<file path="src/rtl/mem_port_pkg.sv">
// Shared encodings and defaults for the CPU-stage memory port server.
// Grant codes double as the externally visible grant_id value.
package mem_port_pkg;

    localparam int ADDR_W_DEF       = 16;
    localparam int DATA_W_DEF       = 8;
    localparam int STARVE_LIMIT_DEF = 4;

    // Bit positions of the one-hot winner vector from the priority select
    localparam int GNT_BIT_FETCH  = 0;
    localparam int GNT_BIT_STAGE3 = 1;
    localparam int GNT_BIT_STAGE5 = 2;

    typedef enum logic [1:0] {
        GRANT_NONE   = 2'd0,
        GRANT_FETCH  = 2'd1,
        GRANT_STAGE3 = 2'd2,
        GRANT_STAGE5 = 2'd3
    } grant_e;

    typedef enum logic [1:0] {
        IDLE  = 2'd0,
        ISSUE = 2'd1,
        LATCH = 2'd2,
        RESP  = 2'd3
    } state_e;

endpackage

</file>
<file path="src/rtl/mem_port_server_if.sv">
// Request/response bundle between the three CPU stages, the server and its RAM.
// The slave modport is the server end; master is the stages plus RAM.
interface mem_port_server_if #(
    parameter int ADDR_W = 16,
    parameter int DATA_W = 8
);
    logic              stage12_read;
    logic              stage12_read_ready;
    logic [ADDR_W-1:0] stage12_read_address;
    logic [DATA_W-1:0] stage12_read_data_out;

    logic              stage3_read;
    logic              stage3_read_ready;
    logic [ADDR_W-1:0] stage3_read_address;
    logic [DATA_W-1:0] stage3_read_data_out;

    logic              stage5_save;
    logic              stage5_save_ready;
    logic [ADDR_W-1:0] stage5_save_address;
    logic [DATA_W-1:0] stage5_save_data_in;

    logic              mem_we;
    logic [ADDR_W-1:0] mem_addr;
    logic [DATA_W-1:0] mem_wdata;
    logic [DATA_W-1:0] mem_rdata;

    logic [1:0]        grant_id;

    modport slave (
        input  stage12_read, stage12_read_address,
        output stage12_read_ready, stage12_read_data_out,
        input  stage3_read, stage3_read_address,
        output stage3_read_ready, stage3_read_data_out,
        input  stage5_save, stage5_save_address, stage5_save_data_in,
        output stage5_save_ready,
        output mem_we, mem_addr, mem_wdata,
        input  mem_rdata,
        output grant_id
    );

    modport master (
        output stage12_read, stage12_read_address,
        input  stage12_read_ready, stage12_read_data_out,
        output stage3_read, stage3_read_address,
        input  stage3_read_ready, stage3_read_data_out,
        output stage5_save, stage5_save_address, stage5_save_data_in,
        input  stage5_save_ready,
        input  mem_we, mem_addr, mem_wdata,
        output mem_rdata,
        input  grant_id
    );
endinterface

</file>
<file path="src/rtl/mem_port_priority.sv">
// Combinational winner select: stage5 > stage3 > fetch, with fetch forced to
// the front when the parent's starvation guard fires.
module mem_port_priority
    import mem_port_pkg::*;
(
    input  logic       req_fetch_i,
    input  logic       req_stage3_i,
    input  logic       req_stage5_i,
    input  logic       starve_force_i,
    output logic [2:0] grant_o
);

    always_comb begin
        grant_o = '0;
        // The force only matters if fetch is actually asking
        if (starve_force_i && req_fetch_i) begin
            grant_o[GNT_BIT_FETCH] = 1'b1;
        end else if (req_stage5_i) begin
            grant_o[GNT_BIT_STAGE5] = 1'b1;
        end else if (req_stage3_i) begin
            grant_o[GNT_BIT_STAGE3] = 1'b1;
        end else if (req_fetch_i) begin
            grant_o[GNT_BIT_FETCH] = 1'b1;
        end
    end

endmodule

</file>
<file path="src/rtl/mem_port_server.sv">
// Server end of the four-phase req/ready handshake for fetch, data read and
// save ports, serialising one access at a time onto a 1-cycle-latency RAM.
module mem_port_server
    import mem_port_pkg::*;
#(
    parameter int ADDR_W       = ADDR_W_DEF,
    parameter int DATA_W       = DATA_W_DEF,
    parameter int STARVE_LIMIT = STARVE_LIMIT_DEF
) (
    input  logic               ram_clk,
    input  logic               rst,
    mem_port_server_if.slave   bus
);

    localparam int CNT_W = $clog2(STARVE_LIMIT + 1);
    localparam logic [CNT_W-1:0] STARVE_MAX = CNT_W'(STARVE_LIMIT);

    state_e            state_q, state_d;
    grant_e            grant_q, grant_d;
    logic [ADDR_W-1:0] addr_q, addr_d;
    logic [DATA_W-1:0] wdata_q, wdata_d;
    logic              we_q, we_d;
    logic              rdy12_q, rdy12_d;
    logic              rdy3_q, rdy3_d;
    logic              rdy5_q, rdy5_d;
    logic [DATA_W-1:0] dout12_q, dout12_d;
    logic [DATA_W-1:0] dout3_q, dout3_d;
    logic [CNT_W-1:0]  starve_q, starve_d;

    logic              starve_force;
    logic [2:0]        win;
    logic              granted_req;

    assign starve_force = (starve_q == STARVE_MAX);

    mem_port_priority u_prio (
        .req_fetch_i    (bus.stage12_read),
        .req_stage3_i   (bus.stage3_read),
        .req_stage5_i   (bus.stage5_save),
        .starve_force_i (starve_force),
        .grant_o        (win)
    );

    always_comb begin
        case (grant_q)
            GRANT_FETCH:  granted_req = bus.stage12_read;
            GRANT_STAGE3: granted_req = bus.stage3_read;
            GRANT_STAGE5: granted_req = bus.stage5_save;
            default:      granted_req = 1'b0;
        endcase
    end

    always_comb begin
        state_d  = state_q;
        grant_d  = grant_q;
        addr_d   = addr_q;
        wdata_d  = wdata_q;
        we_d     = we_q;
        rdy12_d  = rdy12_q;
        rdy3_d   = rdy3_q;
        rdy5_d   = rdy5_q;
        dout12_d = dout12_q;
        dout3_d  = dout3_q;
        starve_d = starve_q;

        case (state_q)
            IDLE: begin
                if (win[GNT_BIT_STAGE5]) begin
                    grant_d = GRANT_STAGE5;
                    addr_d  = bus.stage5_save_address;
                    wdata_d = bus.stage5_save_data_in;
                end else if (win[GNT_BIT_STAGE3]) begin
                    grant_d = GRANT_STAGE3;
                    addr_d  = bus.stage3_read_address;
                end else if (win[GNT_BIT_FETCH]) begin
                    grant_d = GRANT_FETCH;
                    addr_d  = bus.stage12_read_address;
                end
                if (|win) begin
                    we_d    = win[GNT_BIT_STAGE5];
                    state_d = ISSUE;
                end
                // Count foreign grants only while fetch is left waiting
                if (!bus.stage12_read || win[GNT_BIT_FETCH]) begin
                    starve_d = '0;
                end else if ((win[GNT_BIT_STAGE3] || win[GNT_BIT_STAGE5]) &&
                             (starve_q != STARVE_MAX)) begin
                    starve_d = starve_q + 1'b1;
                end
            end
            ISSUE: begin
                we_d    = 1'b0;
                state_d = LATCH;
            end
            LATCH: begin
                case (grant_q)
                    GRANT_FETCH: begin
                        dout12_d = bus.mem_rdata;
                        rdy12_d  = 1'b1;
                    end
                    GRANT_STAGE3: begin
                        dout3_d = bus.mem_rdata;
                        rdy3_d  = 1'b1;
                    end
                    GRANT_STAGE5: rdy5_d = 1'b1;
                    default: ;
                endcase
                state_d = RESP;
            end
            RESP: begin
                if (!granted_req) begin
                    rdy12_d = 1'b0;
                    rdy3_d  = 1'b0;
                    rdy5_d  = 1'b0;
                    grant_d = GRANT_NONE;
                    state_d = IDLE;
                end
            end
            default: state_d = IDLE;
        endcase
    end

    always_ff @(posedge ram_clk or negedge rst) begin
        if (!rst) begin
            state_q  <= IDLE;
            grant_q  <= GRANT_NONE;
            addr_q   <= '0;
            wdata_q  <= '0;
            we_q     <= 1'b0;
            rdy12_q  <= 1'b0;
            rdy3_q   <= 1'b0;
            rdy5_q   <= 1'b0;
            dout12_q <= '0;
            dout3_q  <= '0;
            starve_q <= '0;
        end else begin
            state_q  <= state_d;
            grant_q  <= grant_d;
            addr_q   <= addr_d;
            wdata_q  <= wdata_d;
            we_q     <= we_d;
            rdy12_q  <= rdy12_d;
            rdy3_q   <= rdy3_d;
            rdy5_q   <= rdy5_d;
            dout12_q <= dout12_d;
            dout3_q  <= dout3_d;
            starve_q <= starve_d;
        end
    end

    assign bus.stage12_read_ready    = rdy12_q;
    assign bus.stage12_read_data_out = dout12_q;
    assign bus.stage3_read_ready     = rdy3_q;
    assign bus.stage3_read_data_out  = dout3_q;
    assign bus.stage5_save_ready     = rdy5_q;
    assign bus.mem_we                = we_q;
    assign bus.mem_addr              = addr_q;
    assign bus.mem_wdata             = wdata_q;
    assign bus.grant_id              = grant_q;

endmodule

</file>
<file path="src/flat_wrapper.sv">
// flat-port wrapper written by rule: the top's interface ports become plain ports
module mem_port_server_flat import mem_port_pkg::*;
#(
    parameter int ADDR_W       = ADDR_W_DEF,
    parameter int DATA_W       = DATA_W_DEF,
    parameter int STARVE_LIMIT = STARVE_LIMIT_DEF
)
  (ram_clk, rst, bus_stage12_read, bus_stage12_read_address, bus_stage12_read_ready, bus_stage12_read_data_out, bus_stage3_read, bus_stage3_read_address, bus_stage3_read_ready, bus_stage3_read_data_out, bus_stage5_save, bus_stage5_save_address, bus_stage5_save_data_in, bus_stage5_save_ready, bus_mem_we, bus_mem_addr, bus_mem_wdata, bus_mem_rdata, bus_grant_id);
  mem_port_server_if #(.ADDR_W(ADDR_W), .DATA_W(DATA_W)) bus_i ();
  input  logic ram_clk;
  input  logic rst;
  input wire logic [$bits(bus_i.stage12_read)-1:0] bus_stage12_read;
  input wire logic [$bits(bus_i.stage12_read_address)-1:0] bus_stage12_read_address;
  output wire logic [$bits(bus_i.stage12_read_ready)-1:0] bus_stage12_read_ready;
  output wire logic [$bits(bus_i.stage12_read_data_out)-1:0] bus_stage12_read_data_out;
  input wire logic [$bits(bus_i.stage3_read)-1:0] bus_stage3_read;
  input wire logic [$bits(bus_i.stage3_read_address)-1:0] bus_stage3_read_address;
  output wire logic [$bits(bus_i.stage3_read_ready)-1:0] bus_stage3_read_ready;
  output wire logic [$bits(bus_i.stage3_read_data_out)-1:0] bus_stage3_read_data_out;
  input wire logic [$bits(bus_i.stage5_save)-1:0] bus_stage5_save;
  input wire logic [$bits(bus_i.stage5_save_address)-1:0] bus_stage5_save_address;
  input wire logic [$bits(bus_i.stage5_save_data_in)-1:0] bus_stage5_save_data_in;
  output wire logic [$bits(bus_i.stage5_save_ready)-1:0] bus_stage5_save_ready;
  output wire logic [$bits(bus_i.mem_we)-1:0] bus_mem_we;
  output wire logic [$bits(bus_i.mem_addr)-1:0] bus_mem_addr;
  output wire logic [$bits(bus_i.mem_wdata)-1:0] bus_mem_wdata;
  input wire logic [$bits(bus_i.mem_rdata)-1:0] bus_mem_rdata;
  output wire logic [$bits(bus_i.grant_id)-1:0] bus_grant_id;
  assign bus_i.stage12_read = bus_stage12_read;
  assign bus_i.stage12_read_address = bus_stage12_read_address;
  assign bus_stage12_read_ready = bus_i.stage12_read_ready;
  assign bus_stage12_read_data_out = bus_i.stage12_read_data_out;
  assign bus_i.stage3_read = bus_stage3_read;
  assign bus_i.stage3_read_address = bus_stage3_read_address;
  assign bus_stage3_read_ready = bus_i.stage3_read_ready;
  assign bus_stage3_read_data_out = bus_i.stage3_read_data_out;
  assign bus_i.stage5_save = bus_stage5_save;
  assign bus_i.stage5_save_address = bus_stage5_save_address;
  assign bus_i.stage5_save_data_in = bus_stage5_save_data_in;
  assign bus_stage5_save_ready = bus_i.stage5_save_ready;
  assign bus_mem_we = bus_i.mem_we;
  assign bus_mem_addr = bus_i.mem_addr;
  assign bus_mem_wdata = bus_i.mem_wdata;
  assign bus_i.mem_rdata = bus_mem_rdata;
  assign bus_grant_id = bus_i.grant_id;
  mem_port_server #(.ADDR_W(ADDR_W), .DATA_W(DATA_W), .STARVE_LIMIT(STARVE_LIMIT)) u_core (.ram_clk(ram_clk), .rst(rst), .bus(bus_i));
endmodule
</file>
<file path="config.mk">
export PLATFORM = sky130hd
export DESIGN_NAME = mem_port_server_flat
export DESIGN_NICKNAME = d
export VERILOG_FILES = /design/src/rtl/mem_port_pkg.sv /design/src/rtl/mem_port_server_if.sv /design/src/rtl/mem_port_priority.sv /design/src/rtl/mem_port_server.sv /design/src/flat_wrapper.sv
export SDC_FILE = /design/constraint.sdc
export NUM_CORES = 1
export LEC_CHECK = 0
export ABC_AREA = 1
export ABC_CLOCK_PERIOD_IN_PS = 4100
export BUFFER_PORTS_ARGS = -buffer_cell sky130_fd_sc_hd__buf_2
export CAP_MARGIN = 20
export CORE_MARGIN = 4
export CORE_UTILIZATION = 40
export CTS_CLUSTER_DIAMETER = 150
export DETAILED_ROUTE_END_ITERATION = 8
export PLACE_DENSITY = 0.65
export SLEW_MARGIN = 20
export SYNTH_ARGS = -nofsm -noshare
export SYNTH_HDL_FRONTEND = slang
export SYNTH_SLANG_ARGS = --single-unit
</file>
<file path="constraint.sdc">
create_clock -name ram_clk -period 4.1 [get_ports ram_clk]
set_clock_uncertainty 0.15 [all_clocks]
set_input_delay 0 -clock ram_clk [delete_from_list [all_inputs] [get_ports ram_clk]]
set_output_delay 0 -clock ram_clk [all_outputs]
set_load 0.05 [all_outputs]
</file>
==> results of run 1 <==
-- critical path, stage by stage (launching register included) --
cell and delay [ps]:
sky130_fd_sc_hd__dfrtp_1 430, sky130_fd_sc_hd__inv_1 120, sky130_fd_sc_hd__ha_1 560, sky130_fd_sc_hd__nand2_4 240
sky130_fd_sc_hd__clkinv_2 240, sky130_fd_sc_hd__nand3_1 100, sky130_fd_sc_hd__dlygate4sd3_1 560, sky130_fd_sc_hd__nand2_1 60
-- sequential cells by signal, summed over array words and instances (netlist names) --
signal                            count
u_core.bus.mem_addr                  16
u_core.bus.mem_we                     1
u_core.bus.grant_id                   2
u_core.bus.stage3_read_data_out       8
u_core.bus.stage5_save_ready          1
u_core.bus.stage12_read_ready         1
u_core.starve_q                       3
u_core.bus.stage3_read_ready          1
u_core.bus.mem_wdata                  8
u_core.bus.stage12_read_data_out      8
u_core.state_q                        2
-- routing by layer --
metal,GRT usage,routed length [um],vias up
met5,0,0,-
met4,0.03984,70,0
met3,0.05121,588,8
met2,0.3345,3456,87
met1,0.2064,2841,1192
li1,-,-,1340
-- worst max-delay path by stage --
stage / cells after the start / to / startpoint
floorplan: 7 / u_core.bus.stage12_read_data_out[5]$_DFFE_PN0P_ / u_core.bus.grant_id[1]$_DFFE_PN0P_
global placement: 6 / u_core.bus.mem_addr[14]$_DFFE_PN0P_ / u_core.state_q[0]$_DFFE_PN0P_
detailed placement: 6 / u_core.bus.mem_addr[14]$_DFFE_PN0P_ / u_core.state_q[0]$_DFFE_PN0P_
CTS: 7 / u_core.bus.mem_addr[14]$_DFFE_PN0P_ / u_core.state_q[0]$_DFFE_PN0P_
global route: 7 / u_core.bus.mem_addr[14]$_DFFE_PN0P_ / u_core.state_q[1]$_DFFE_PN0P_
finish: 7 / u_core.bus.mem_addr[14]$_DFFE_PN0P_ / u_core.state_q[0]$_DFFE_PN0P_
-- cell families after synthesis --
family          after synthesis  synth area share
simple gates                204            0.3409
fa+ha+maj                     7           0.03375
buf+inv                      37           0.07762
xor+xnor                      1          0.003376
compound gates               25           0.05256
flops                        51            0.4918
-- Yosys cell counts --
library cell               number  area, um2
sky130_fd_sc_hd__nand2_2       10      62.56
sky130_fd_sc_hd__o21ai_1        1      5.000
sky130_fd_sc_hd__inv_4          2      12.51
sky130_fd_sc_hd__xor2_1         1      8.760
sky130_fd_sc_hd__a21oi_1        1      5.000
sky130_fd_sc_hd__or2_2          3      18.77
sky130_fd_sc_hd__nand3_1       39      195.2
sky130_fd_sc_hd__nand4_1        3      18.77
sky130_fd_sc_hd__o21ai_0       22      110.1
sky130_fd_sc_hd__nand3_2        1      10.01
sky130_fd_sc_hd__nor2_2         1      6.260
sky130_fd_sc_hd__buf_8          1      15.01
sky130_fd_sc_hd__buf_1          1      3.750
sky130_fd_sc_hd__buf_2          5      25.02
sky130_fd_sc_hd__nor2_1         3      11.26
sky130_fd_sc_hd__nand2_1      142      533.0
sky130_fd_sc_hd__ha_1           7      87.58
sky130_fd_sc_hd__o21ai_4        1      16.27
sky130_fd_sc_hd__inv_2          2      7.510
sky130_fd_sc_hd__buf_6          3      33.78
sky130_fd_sc_hd__buf_12         1      20.02
sky130_fd_sc_hd__nand2_4        1      11.26
sky130_fd_sc_hd__clkinv_2       1      5.000
sky130_fd_sc_hd__nand3_4        1      17.52
sky130_fd_sc_hd__dfrtp_1       51       1276
sky130_fd_sc_hd__inv_1         21      78.83
-- power by group --
group	leakage, nW	switching, mW	total, mW	internal [mW]
sequential	0.636	0.149	0.890	0.741
combinational	1.42	1.27	1.73	0.451
clock	0.0484	0.161	0.299	0.139
total	2.11	1.58	2.91	1.33
-- per-stage QoR --
stage | hold slack, ps | total power [mW] | cells | setup WS (ps) | instance area (um2)
2_1_floorplan | -445.6 | 2.191 | 325 | 2487 | 2595
3_3_place_gp | 0.7468 | 2.543 | 506 | 2187 | 3172
3_5_place_dp | 8.209 | 2.569 | 506 | 2139 | 3172
4_1_cts | 29.01 | 2.938 | 564 | 1573 | 3767
5_1_grt | 91.01 | 3.136 | 564 | 1342 | 3767
6_report | 38.53 | 2.915 | 564 | 1580 | 3767
-- area by class of cell --
| class | instances | area [um2] | area share |
|---|---|---|---|
| sequential | 51 | 1276 | 0.3388 |
| multi-input combinational | 237 | 1117 | 0.2966 |
| timing repair buffer | 165 | 1079 | 0.2863 |
| inverter | 26 | 103.9 | 0.02757 |
| tap | 77 | 96.34 | 0.02557 |
| clock buffer | 7 | 86.33 | 0.02292 |
| clock inverter | 1 | 8.758 | 0.002325 |
==> reports/qor.txt, run 1 <==
Worst-case vdd ir drop -> 0.5065 mV
Worst setup path category -> reg2reg
Highest net fanout along the worst path -> 18
Power per cell area -> 773.7 mW/mm2
Post-CTS Repair Setup Buffers -> 0
Kind of end point of the critical path -> flip-flop
Post-detailed-placement half-perimeter wirelength -> 4.614 mm
Yosys warns -> 0
CTS buffer count -> 5
GRT Resource Usage Total -> 0.1808
Shortest period the worst path allows -> 2520 ps
Number of global-route vias before repair -> 2610
Synth-to-layout area growth -> 45.18%
Core ar. -> 0.006314 mm2
Initial standard-cell utilization of the core -> 0.4110
Wire length of the first global-routing pass -> 11.33 mm
Worst-Margin Slew -> 635.2 ps
Number of storage elements in the synthesis netlist -> 51
Max_slew headroom -> 0.5766
Clock network latency to the later pin of the worst-skew pair -> 300 ps
Number of library cell types mapped by synthesis -> 26
Clock slew at reported path FFs -> 90 ps
Highest-count cells in the layout ignoring fill and taps -> sky130_fd_sc_hd__nand2_1 (142), sky130_fd_sc_hd__buf_2 (114), sky130_fd_sc_hd__dfrtp_1 (51)
Worst hold stages -> 5
Synthesized instance count -> 325
FF-to-FF End -> u_core.bus.mem_addr[14]$_DFFE_PN0P_
Number of optimization iterations in the first detailed-route pass -> 4
Finished Core Util -> 0.5967
Syn Std Cell Area -> 0.002595 mm2
Detailed-route DRC error count -> 0
H-tree levels -> 2
Finish-stage setup viols -> 0
Last weighted congestion value of the routability-driven placer -> 0.7906
Clock tree root driver cell -> sky130_fd_sc_hd__clkbuf_8
Post-layout nets -> 562
# clock sinks -> 51
Antenna violations before repair -> 0
# Max-Cap Violations -> 0
Total length of routed wires -> 6.957 mm
Detail-routed via count per cell -> 4.658
Run status -> finished clean
Pins over their slew limit -> 0
Proportion of layout cells with a drive suffix above 1 -> 0.2977
Post-route fraction of the period consumed by the critical path -> 0.6147
Critical Path RT -> 4180 ps
Data arrival time of the worst path -> 2600 ps
Depth of the worst register-to-register path -> 7
Fillers -> 603
R2r setup slk -> 1580 ps
Overall die width -> 88.55 um
Avg Cell Area, Syn -> 7.985 um2
Chip height -> 88.55 um
Global route overflow -> 0
Port buffer count -> 114
FF-to-FF Start -> u_core.state_q[0]$_DFFE_PN0P_
Setup repair after global routing missed its margin -> no
Cell row count -> 29
Via count -> 2627
Start point of the worst hold path -> bus_stage5_save
Die outline area -> 0.007840 mm2
Path category of the worst min-delay check -> in2reg
Remaining antenna violation count -> 0
Clock tree from TritonCTS -> built
Post-CTS sizing -> 0
Maximum clock rate -> 396.8 MHz
Startpoint types -> flip-flop
Reported leakage power -> 2.109 nW
Setup tns final -> 0 ps
Syn nets -> 401
Antenna fix cells -> 0
Commonest non-fill, non-tap cell in the layout -> sky130_fd_sc_hd__nand2_1
Maximum clock insertion buffer count -> 2
Hold Path End -> u_core.starve_q[2]$_DFFE_PN0P_
Post-CTS Hold Buffers -> 50
WL/cell -> 12.34 um
Share of the yosys chip area belonging to registers -> 0.4918
Maximum number of pins on one net before global-route repair -> 52
Count of endpoints failing hold in the final timing report -> 0
Starting DRC count in detailed routing -> 77
Total I/O pin count -> 115
Note: power is estimated with default switching activity, not from simulation.
==> run 2, diff against run 1 <==
--- a/config.mk
+++ b/config.mk
@@ -6,7 +6,7 @@
 export NUM_CORES = 1
 export LEC_CHECK = 0
 export ABC_AREA = 1
-export ABC_CLOCK_PERIOD_IN_PS = 4100
+export ABC_CLOCK_PERIOD_IN_PS = 2600
 export BUFFER_PORTS_ARGS = -buffer_cell sky130_fd_sc_hd__buf_2
 export CAP_MARGIN = 20
 export CORE_MARGIN = 4
==> constraint.sdc (replaced) <==
create_clock -name ram_clk -period 2.6 [get_ports ram_clk]
set_clock_uncertainty 0.15 [all_clocks]
set_input_delay 0 -clock ram_clk [delete_from_list [all_inputs] [get_ports ram_clk]]
set_output_delay 0 -clock ram_clk [all_outputs]
set_load 0.05 [all_outputs]
==> run 2 against run 1 <==
Final area about the same. Flip-flop and latch count unchanged. Clock power up 48%. Die area unchanged. Final cell count up 0.18%. Clock-buffer cell count down 1. Largest cell class unchanged. Largest power group unchanged.
==> reports/qor.txt, run 2 (synthesized netlist as in run 1, its figures left out) <==
Starting DRC count in detailed routing -> 149 (was 77)
Worst setup slack before clock tree synthesis -> 856.0 ps (was 2139 ps)
Worst setup path category -> reg2reg (unchanged)
Depth of the worst register-to-register path -> 7 (unchanged)
Initial standard-cell utilization of the core -> 0.4110 (unchanged)
# Max-Cap Violations -> 0 (unchanged)
Crit-path max cell delay -> 550 ps (was 560 ps)
Start point of the worst hold path -> bus_stage5_save (unchanged)
Run status -> finished clean (unchanged)
Reported leakage power -> 2.107 nW (was 2.109 nW)
FF-to-FF Start -> u_core.state_q[1]$_DFFE_PN0P_ (was u_core.state_q[0]$_DFFE_PN0P_)
Setup tns final -> 0 ps (unchanged)
Met1 Routed Length -> 2.952 mm (was 2.841 mm)
Commonest non-fill, non-tap cell in the layout -> sky130_fd_sc_hd__nand2_1 (unchanged)
Post-CTS sizing -> 0 (unchanged)
Clock slew at reported path FFs -> 90 ps (about the same)
Maximum clock rate -> 447.8 MHz (was 396.8 MHz)
Post-detailed-placement half-perimeter wirelength -> 4.771 mm (was 4.614 mm)
Clock tree root driver cell -> sky130_fd_sc_hd__clkbuf_8 (unchanged)
Number of flip-flops under the largest register name -> 16 (unchanged)
Power per cell area -> 1219 mW/mm2 (was 773.7 mW/mm2)
Overall die width -> 88.55 um (unchanged)
Detailed-route DRC error count -> 0 (unchanged)
Number of optimization iterations in the first detailed-route pass -> 4 (unchanged)
Worst-Margin Slew -> 545.6 ps (was 635.2 ps)
Fillers -> 544 (was 603)
Setup repair after global routing missed its margin -> no (unchanged)
Cell row count -> 29 (unchanged)
Synth-to-layout area growth -> 45.08% (was 45.18%)
Ordered list of cells on the worst path -> inv_1, ha_1, nand2_4, clkinv_2, nand3_1, dlygate4sd3_1, nand2_1 (unchanged)
Worst path setup slack after routing -> 366.6 ps (was 1580 ps)
Shortest period the worst path allows -> 2233 ps (was 2520 ps)
Hold Path End -> u_core.starve_q[2]$_DFFE_PN0P_ (unchanged)
CTS buffer count -> 5 (unchanged)
Worst-case vdd ir drop -> 0.9967 mV (was 0.5065 mV)
Max_slew headroom -> 0.6362 (was 0.5766)
Global route overflow -> 0 (unchanged)
Worst path slowest cell -> sky130_fd_sc_hd__dlygate4sd3_1 (was sky130_fd_sc_hd__ha_1)
Number of global-route vias before repair -> 2601 (was 2610)
H-tree levels -> 2 (unchanged)
Die outline area -> 0.007840 mm2 (unchanged)
Path category of the worst min-delay check -> in2reg (unchanged)
Routed met3 length -> 577 um (was 588 um)
Worst hold stages -> 5 (unchanged)
Startpoint types -> flip-flop (unchanged)
Port buffer count -> 114 (unchanged)
Highest net fanout along the worst path -> 18 (unchanged)
Proportion of layout cells with a drive suffix above 1 -> 0.2992 (was 0.2977)
Sum of met2 wire segment lengths after detailed routing -> 3.343 mm (was 3.456 mm)
Last weighted congestion value of the routability-driven placer -> 0.7918 (was 0.7906)
Pins over their slew limit -> 0 (unchanged)
WL/cell -> 12.28 um (was 12.34 um)
Antenna fix cells -> 0 (unchanged)
Remaining antenna violation count -> 0 (unchanged)
Count of endpoints failing hold in the final timing report -> 0 (unchanged)
Total length of routed wires -> 6.941 mm (was 6.957 mm)
Core ar. -> 0.006314 mm2 (unchanged)
Highest-count cells in the layout ignoring fill and taps -> sky130_fd_sc_hd__nand2_1 (142), sky130_fd_sc_hd__buf_2 (114), sky130_fd_sc_hd__dfrtp_1 (51) (unchanged)
# clock sinks -> 51 (unchanged)
Wire length of the first global-routing pass -> 11.65 mm (was 11.33 mm)
Via count -> 2631 (was 2627)
Post-layout nets -> 563 (was 562)
Critical path's top delay family -> buffers and inverters (unchanged)
FF-to-FF End -> u_core.bus.mem_addr[14]$_DFFE_PN0P_ (unchanged)
Finish-stage setup viols -> 0 (unchanged)
Chip height -> 88.55 um (unchanged)
GRT Resource Usage Total -> 0.1861 (was 0.1808)
Critical Path RT -> 2640 ps (was 4180 ps)
R2r setup slk -> 370 ps (was 1580 ps)
Detail-routed via count per cell -> 4.657 (was 4.658)
Kind of end point of the critical path -> flip-flop (unchanged)
Total I/O pin count -> 115 (unchanged)
Maximum clock insertion buffer count -> 2 (unchanged)
Clock network latency to the later pin of the worst-skew pair -> 300 ps (about the same)
Post-route fraction of the period consumed by the critical path -> 0.8590 (was 0.6147)
Maximum number of pins on one net before global-route repair -> 29 (was 52)
Worst path buffer plus inverter count -> 3 (unchanged)
Antenna violations before repair -> 0 (unchanged)
Clock tree from TritonCTS -> built (unchanged)
Top Layer Used -> met4 (unchanged)
Data arrival time of the worst path -> 2280 ps (was 2600 ps)
==> run 2: cell count changes in the layout (fill, tap and decap cells not counted), sizes merged <==
cell | before | now
clkbuf | 7 | 6
clkinvlp | 0 | 1
buf | 115 | 116
==> run 2: worst max path at each step <==
stage / from / endpoint / cells after the start
2_1_floorplan: u_core.bus.grant_id[1]$_DFFE_PN0P_ / u_core.bus.stage12_read_data_out[5]$_DFFE_PN0P_ / 7
3_3_place_gp: u_core.state_q[1]$_DFFE_PN0P_ / u_core.bus.grant_id[0]$_DFFE_PN0P_ / 8
3_5_place_dp: u_core.starve_q[0]$_DFFE_PN0P_ / u_core.bus.mem_wdata[7]$_DFFE_PN0P_ / 8
4_1_cts: u_core.state_q[1]$_DFFE_PN0P_ / u_core.bus.mem_addr[14]$_DFFE_PN0P_ / 7
5_1_grt: u_core.state_q[1]$_DFFE_PN0P_ / u_core.bus.mem_addr[14]$_DFFE_PN0P_ / 7
6_report: u_core.state_q[1]$_DFFE_PN0P_ / u_core.bus.mem_addr[14]$_DFFE_PN0P_ / 7
==> run 2: metal layers <==
| layer | vias up | global-route usage |
|---|---|---|
| li1 | 1344 | - |
| met5 | - | 0 |
| met3 | 8 | 0.04283 |
| met4 | 0 | 0.04258 |
| met2 | 92 | 0.3297 |
| met1 | 1187 | 0.2307 |
==> run 2: metrics by stage <==
| step | instances | hold WS (ps) | instance area (um2) | power [mW] | utilization |
|---|---|---|---|---|---|
| global placement | 507 | -138.7 | 3179 | 4.026 | 0.5036 |
| CTS | 565 | 12.70 | 3765 | 4.633 | 0.5963 |
| floorplan | 325 | -445.6 | 2595 | 3.456 | - |
| detailed placement | 507 | -128.6 | 3179 | 4.076 | 0.5036 |
| finish | 565 | 22.55 | 3765 | 4.591 | 0.5963 |
| global route | 565 | 49.34 | 3765 | 4.963 | 0.5963 |
==> run 2: report_power, final <==
group	internal [mW]	total [mW]	switching (mW)
Sequential	1.17	1.39	0.227
Clock	0.189	0.443	0.255
Combinational	0.721	2.75	2.03
==> run 2: tightest hold or removal path, stage by stage <==
cell and delay [ps]:
sky130_fd_sc_hd__buf_2 150, sky130_fd_sc_hd__inv_2 70, sky130_fd_sc_hd__nand3_1 60, sky130_fd_sc_hd__nand3_1 90
sky130_fd_sc_hd__a21oi_1 70
==> run 2: cell type report <==
class,count,area [um2],area share
flip-flops and latches,51,1276,0.3390
well taps,77,96.34,0.02559
repair buffers,166,1086,0.2885
clock inverters,2,12.51,0.003323
inverters,26,103.9,0.02758
multi-input cells,237,1117,0.2968
clock buffers,6,72.57,0.01928
==> run 2: what timing repair did <==
action	CTS	global route
buffers inserted	0	0
endpoints found under the hold margin	64	0
setup endpoints to repair	0	0
hold buffers	50	0
==> run 3, diff against run 2 <==
--- a/config.mk
+++ b/config.mk
@@ -9,12 +9,14 @@
 export ABC_CLOCK_PERIOD_IN_PS = 2600
 export BUFFER_PORTS_ARGS = -buffer_cell sky130_fd_sc_hd__buf_2
 export CAP_MARGIN = 20
+export CELL_PAD_IN_SITES_DETAIL_PLACEMENT = 0
+export CELL_PAD_IN_SITES_GLOBAL_PLACEMENT = 1
 export CORE_MARGIN = 4
-export CORE_UTILIZATION = 40
+export CORE_UTILIZATION = 33
 export CTS_CLUSTER_DIAMETER = 150
 export DETAILED_ROUTE_END_ITERATION = 8
-export PLACE_DENSITY = 0.65
-export SLEW_MARGIN = 20
+export GPL_TIMING_DRIVEN = 1
+export PLACE_DENSITY = 0.76
 export SYNTH_ARGS = -nofsm -noshare
 export SYNTH_HDL_FRONTEND = slang
 export SYNTH_SLANG_ARGS = --single-unit
==> run 3 against run 2 <==
Worst hold slack better by 20 ps. Clock power increased by 26%. Via count rose by 0.53%. Utilization down 9.5 points. Largest power group unchanged. First-iteration DRC count down 32%. Flip-flop and latch count unchanged.
==> reports/qor.txt, run 3 (synthesized netlist as in run 1, its figures left out) <==
Run status -> finished clean (unchanged)
Number of optimization iterations in the first detailed-route pass -> 4 (unchanged)
Maximum clock rate -> 405.0 MHz (was 447.8 MHz)
Finish-stage setup viols -> 0 (unchanged)
GRT Resource Usage Total -> 0.1595 (was 0.1861)
Post-detailed-placement half-perimeter wirelength -> 5.015 mm (was 4.771 mm)
Clock network latency to the later pin of the worst-skew pair -> 310 ps (was 300 ps)
Setup tns final -> 0 ps (unchanged)
Power per cell area -> 1229 mW/mm2 (was 1219 mW/mm2)
Clock slew at reported path FFs -> 90 ps (about the same)
Count of endpoints failing hold in the final timing report -> 0 (unchanged)
R2r setup slk -> 130 ps (was 370 ps)
Global route overflow -> 0 (unchanged)
Highest net fanout along the worst path -> 4 (was 18)
Crit-path max cell delay -> 560 ps (was 550 ps)
Synth-to-layout area growth -> 48.60% (was 45.08%)
Kind of end point of the critical path -> flip-flop (unchanged)
WL/cell -> 12.36 um (was 12.28 um)
Data arrival time of the worst path -> 2520 ps (was 2280 ps)
Shortest period the worst path allows -> 2469 ps (was 2233 ps)
Total I/O pin count -> 115 (unchanged)
Setup repair after global routing missed its margin -> no (unchanged)
Startpoint types -> flip-flop (unchanged)
Maximum clock insertion buffer count -> 2 (unchanged)
# Max-Cap Violations -> 0 (unchanged)
# clock sinks -> 51 (unchanged)
Antenna violations before repair -> 0 (unchanged)
Clock tree from TritonCTS -> built (unchanged)
Port buffer count -> 114 (unchanged)
Number of flip-flops under the largest register name -> 16 (unchanged)
Detailed-route DRC error count -> 0 (unchanged)
Max_slew headroom -> 0.5662 (was 0.6362)
Worst path buffer plus inverter count -> 3 (unchanged)
Overall die width -> 96.68 um (was 88.55 um)
Detail-routed via count per cell -> 4.475 (was 4.657)
Chip height -> 96.68 um (was 88.55 um)
Post-CTS Repair Setup Buffers -> 0 (unchanged)
Cell row count -> 32 (was 29)
Highest-count cells in the layout ignoring fill and taps -> sky130_fd_sc_hd__nand2_1 (142), sky130_fd_sc_hd__buf_2 (114), sky130_fd_sc_hd__dlygate4sd3_1 (51), sky130_fd_sc_hd__dfrtp_1 (51), sky130_fd_sc_hd__nand3_1 (39) (was sky130_fd_sc_hd__nand2_1 (142), sky130_fd_sc_hd__buf_2 (114), sky130_fd_sc_hd__dfrtp_1 (51))
Commonest non-fill, non-tap cell in the layout -> sky130_fd_sc_hd__nand2_1 (unchanged)
H-tree levels -> 2 (unchanged)
Initial standard-cell utilization of the core -> 0.3376 (was 0.4110)
Ordered list of cells on the worst path -> inv_1, ha_4, nand3_4, nand2_4, nand3_1, dlygate4sd3_1, nand3_1, dlygate4sd3_1, nand2_1 (was inv_1, ha_1, nand2_4, clkinv_2, nand3_1, dlygate4sd3_1, nand2_1)
Clock tree root driver cell -> sky130_fd_sc_hd__clkbuf_8 (unchanged)
Antenna fix cells -> 0 (unchanged)
Worst-Margin Slew -> 650.8 ps (was 545.6 ps)
Last weighted congestion value of the routability-driven placer -> 0.8064 (was 0.7918)
Reported leakage power -> 2.130 nW (was 2.107 nW)
Post-route fraction of the period consumed by the critical path -> 0.9496 (was 0.8590)
Remaining antenna violation count -> 0 (unchanged)
Core ar. -> 0.007687 mm2 (was 0.006314 mm2)
Via count -> 2645 (was 2631)
Starting DRC count in detailed routing -> 101 (was 149)
CTS buffer count -> 5 (unchanged)
Number of global-route vias before repair -> 2797 (was 2601)
Wire length of the first global-routing pass -> 12.81 mm (was 11.65 mm)
Worst-case vdd ir drop -> 0.7782 mV (was 0.9967 mV)
Post-layout nets -> 564 (was 563)
Critical Path RT -> 2650 ps (was 2640 ps)
Maximum number of pins on one net before global-route repair -> 52 (was 29)
Worst hold margin -> 42.39 ps (was 22.55 ps)
Worst path slowest cell -> sky130_fd_sc_hd__dlygate4sd3_1 (unchanged)
Proportion of layout cells with a drive suffix above 1 -> 0.3027 (was 0.2992)
Total length of routed wires -> 7.302 mm (was 6.941 mm)
Die outline area -> 0.009346 mm2 (was 0.007840 mm2)
Worst setup path category -> reg2reg (unchanged)
Pins over their slew limit -> 0 (unchanged)
Path category of the worst min-delay check -> in2reg (unchanged)
Critical path's top delay family -> buffers and inverters (unchanged)
## run 3: cell types whose count changed in the layout (fill, tap and decap cells not counted)
| cell | before | now |
|---|---|---|
| sky130_fd_sc_hd__dlygate4sd3_1 | 50 | 51 |
| sky130_fd_sc_hd__clkbuf_1 | 1 | 0 |
| sky130_fd_sc_hd__clkinv_4 | 0 | 1 |
| sky130_fd_sc_hd__nand2_4 | 1 | 3 |
| sky130_fd_sc_hd__nand2_2 | 10 | 8 |
| sky130_fd_sc_hd__clkinvlp_4 | 1 | 0 |
| sky130_fd_sc_hd__ha_1 | 7 | 6 |
| sky130_fd_sc_hd__ha_4 | 0 | 1 |
| sky130_fd_sc_hd__bufinv_16 | 0 | 1 |
## run 3: through the flow
step                instances  power (mW)  instance area (um2)  setup slack, ps    util
finish                    591       4.738                 3856            130.9  0.5016
global route              591       5.079                 3856            21.65  0.5016
CTS                       591       4.774                 3834            77.98  0.4987
detailed placement        532       4.092                 3211            839.0  0.4176
global placement          532       4.051                 3211            876.7  0.4176
floorplan                 325       3.456                 2595            987.4       -
## run 3: path summary, 6_finish.rpt
check | depth (start not counted) | endpoint | startpoint
min reg2reg | 2 | u_core.bus.mem_wdata[0]$_DFFE_PN0P_ | u_core.bus.mem_wdata[0]$_DFFE_PN0P_
min | 5 | u_core.starve_q[2]$_DFFE_PN0P_ | bus_stage3_read
max reg2reg | 9 | u_core.bus.mem_addr[14]$_DFFE_PN0P_ | u_core.starve_q[0]$_DFFE_PN0P_
max | 9 | u_core.bus.mem_addr[14]$_DFFE_PN0P_ | u_core.starve_q[0]$_DFFE_PN0P_
min in group asynchronous | 3 | u_core.bus.stage5_save_ready$_DFFE_PN0P_ | rst
max in group asynchronous | 3 | u_core.bus.stage3_read_data_out[3]$_DFFE_PN0P_ | rst
## run 3: worst reg2reg max path, cell delays in order (launching register included)
cell and delay, ps:
sky130_fd_sc_hd__dfrtp_1 390, sky130_fd_sc_hd__inv_1 120, sky130_fd_sc_hd__ha_4 160, sky130_fd_sc_hd__nand3_4 130, sky130_fd_sc_hd__nand2_4 110, sky130_fd_sc_hd__nand3_1 70
sky130_fd_sc_hd__dlygate4sd3_1 560, sky130_fd_sc_hd__nand3_1 70, sky130_fd_sc_hd__dlygate4sd3_1 560, sky130_fd_sc_hd__nand2_1 50
## run 3: routing by layer
metal | part of all wire | GRT usage
met5 | 0 | 0
met3 | 0.061 | 0.04110
met4 | 0.011 | 0.03240
met1 | 0.45 | 0.1940
met2 | 0.48 | 0.2845
## run 3: layout make-up
class	instances	area [um2]
Tap cell	102	127.6
Multi-Input combinational cell	237	1140
Fill cell	781	3831
Timing Repair Buffer	167	1096
Inverter	26	103.9
Clock inverter	3	43.79
Sequential cell	51	1276
Clock buffer	5	68.82
## run 3: what timing repair did
action	CTS	global route
hold buffers	51	0
endpoints found under the setup margin	0	1
hold endpoints to repair	92	0
resized for setup	0	4
## run 3: where the power goes
part / total [mW] / switching [mW] / internal, mW
clock network: 0.558 / 0.271 / 0.287
registers: 1.39 / 0.226 / 1.17
logic: 2.79 / 2.05 / 0.736
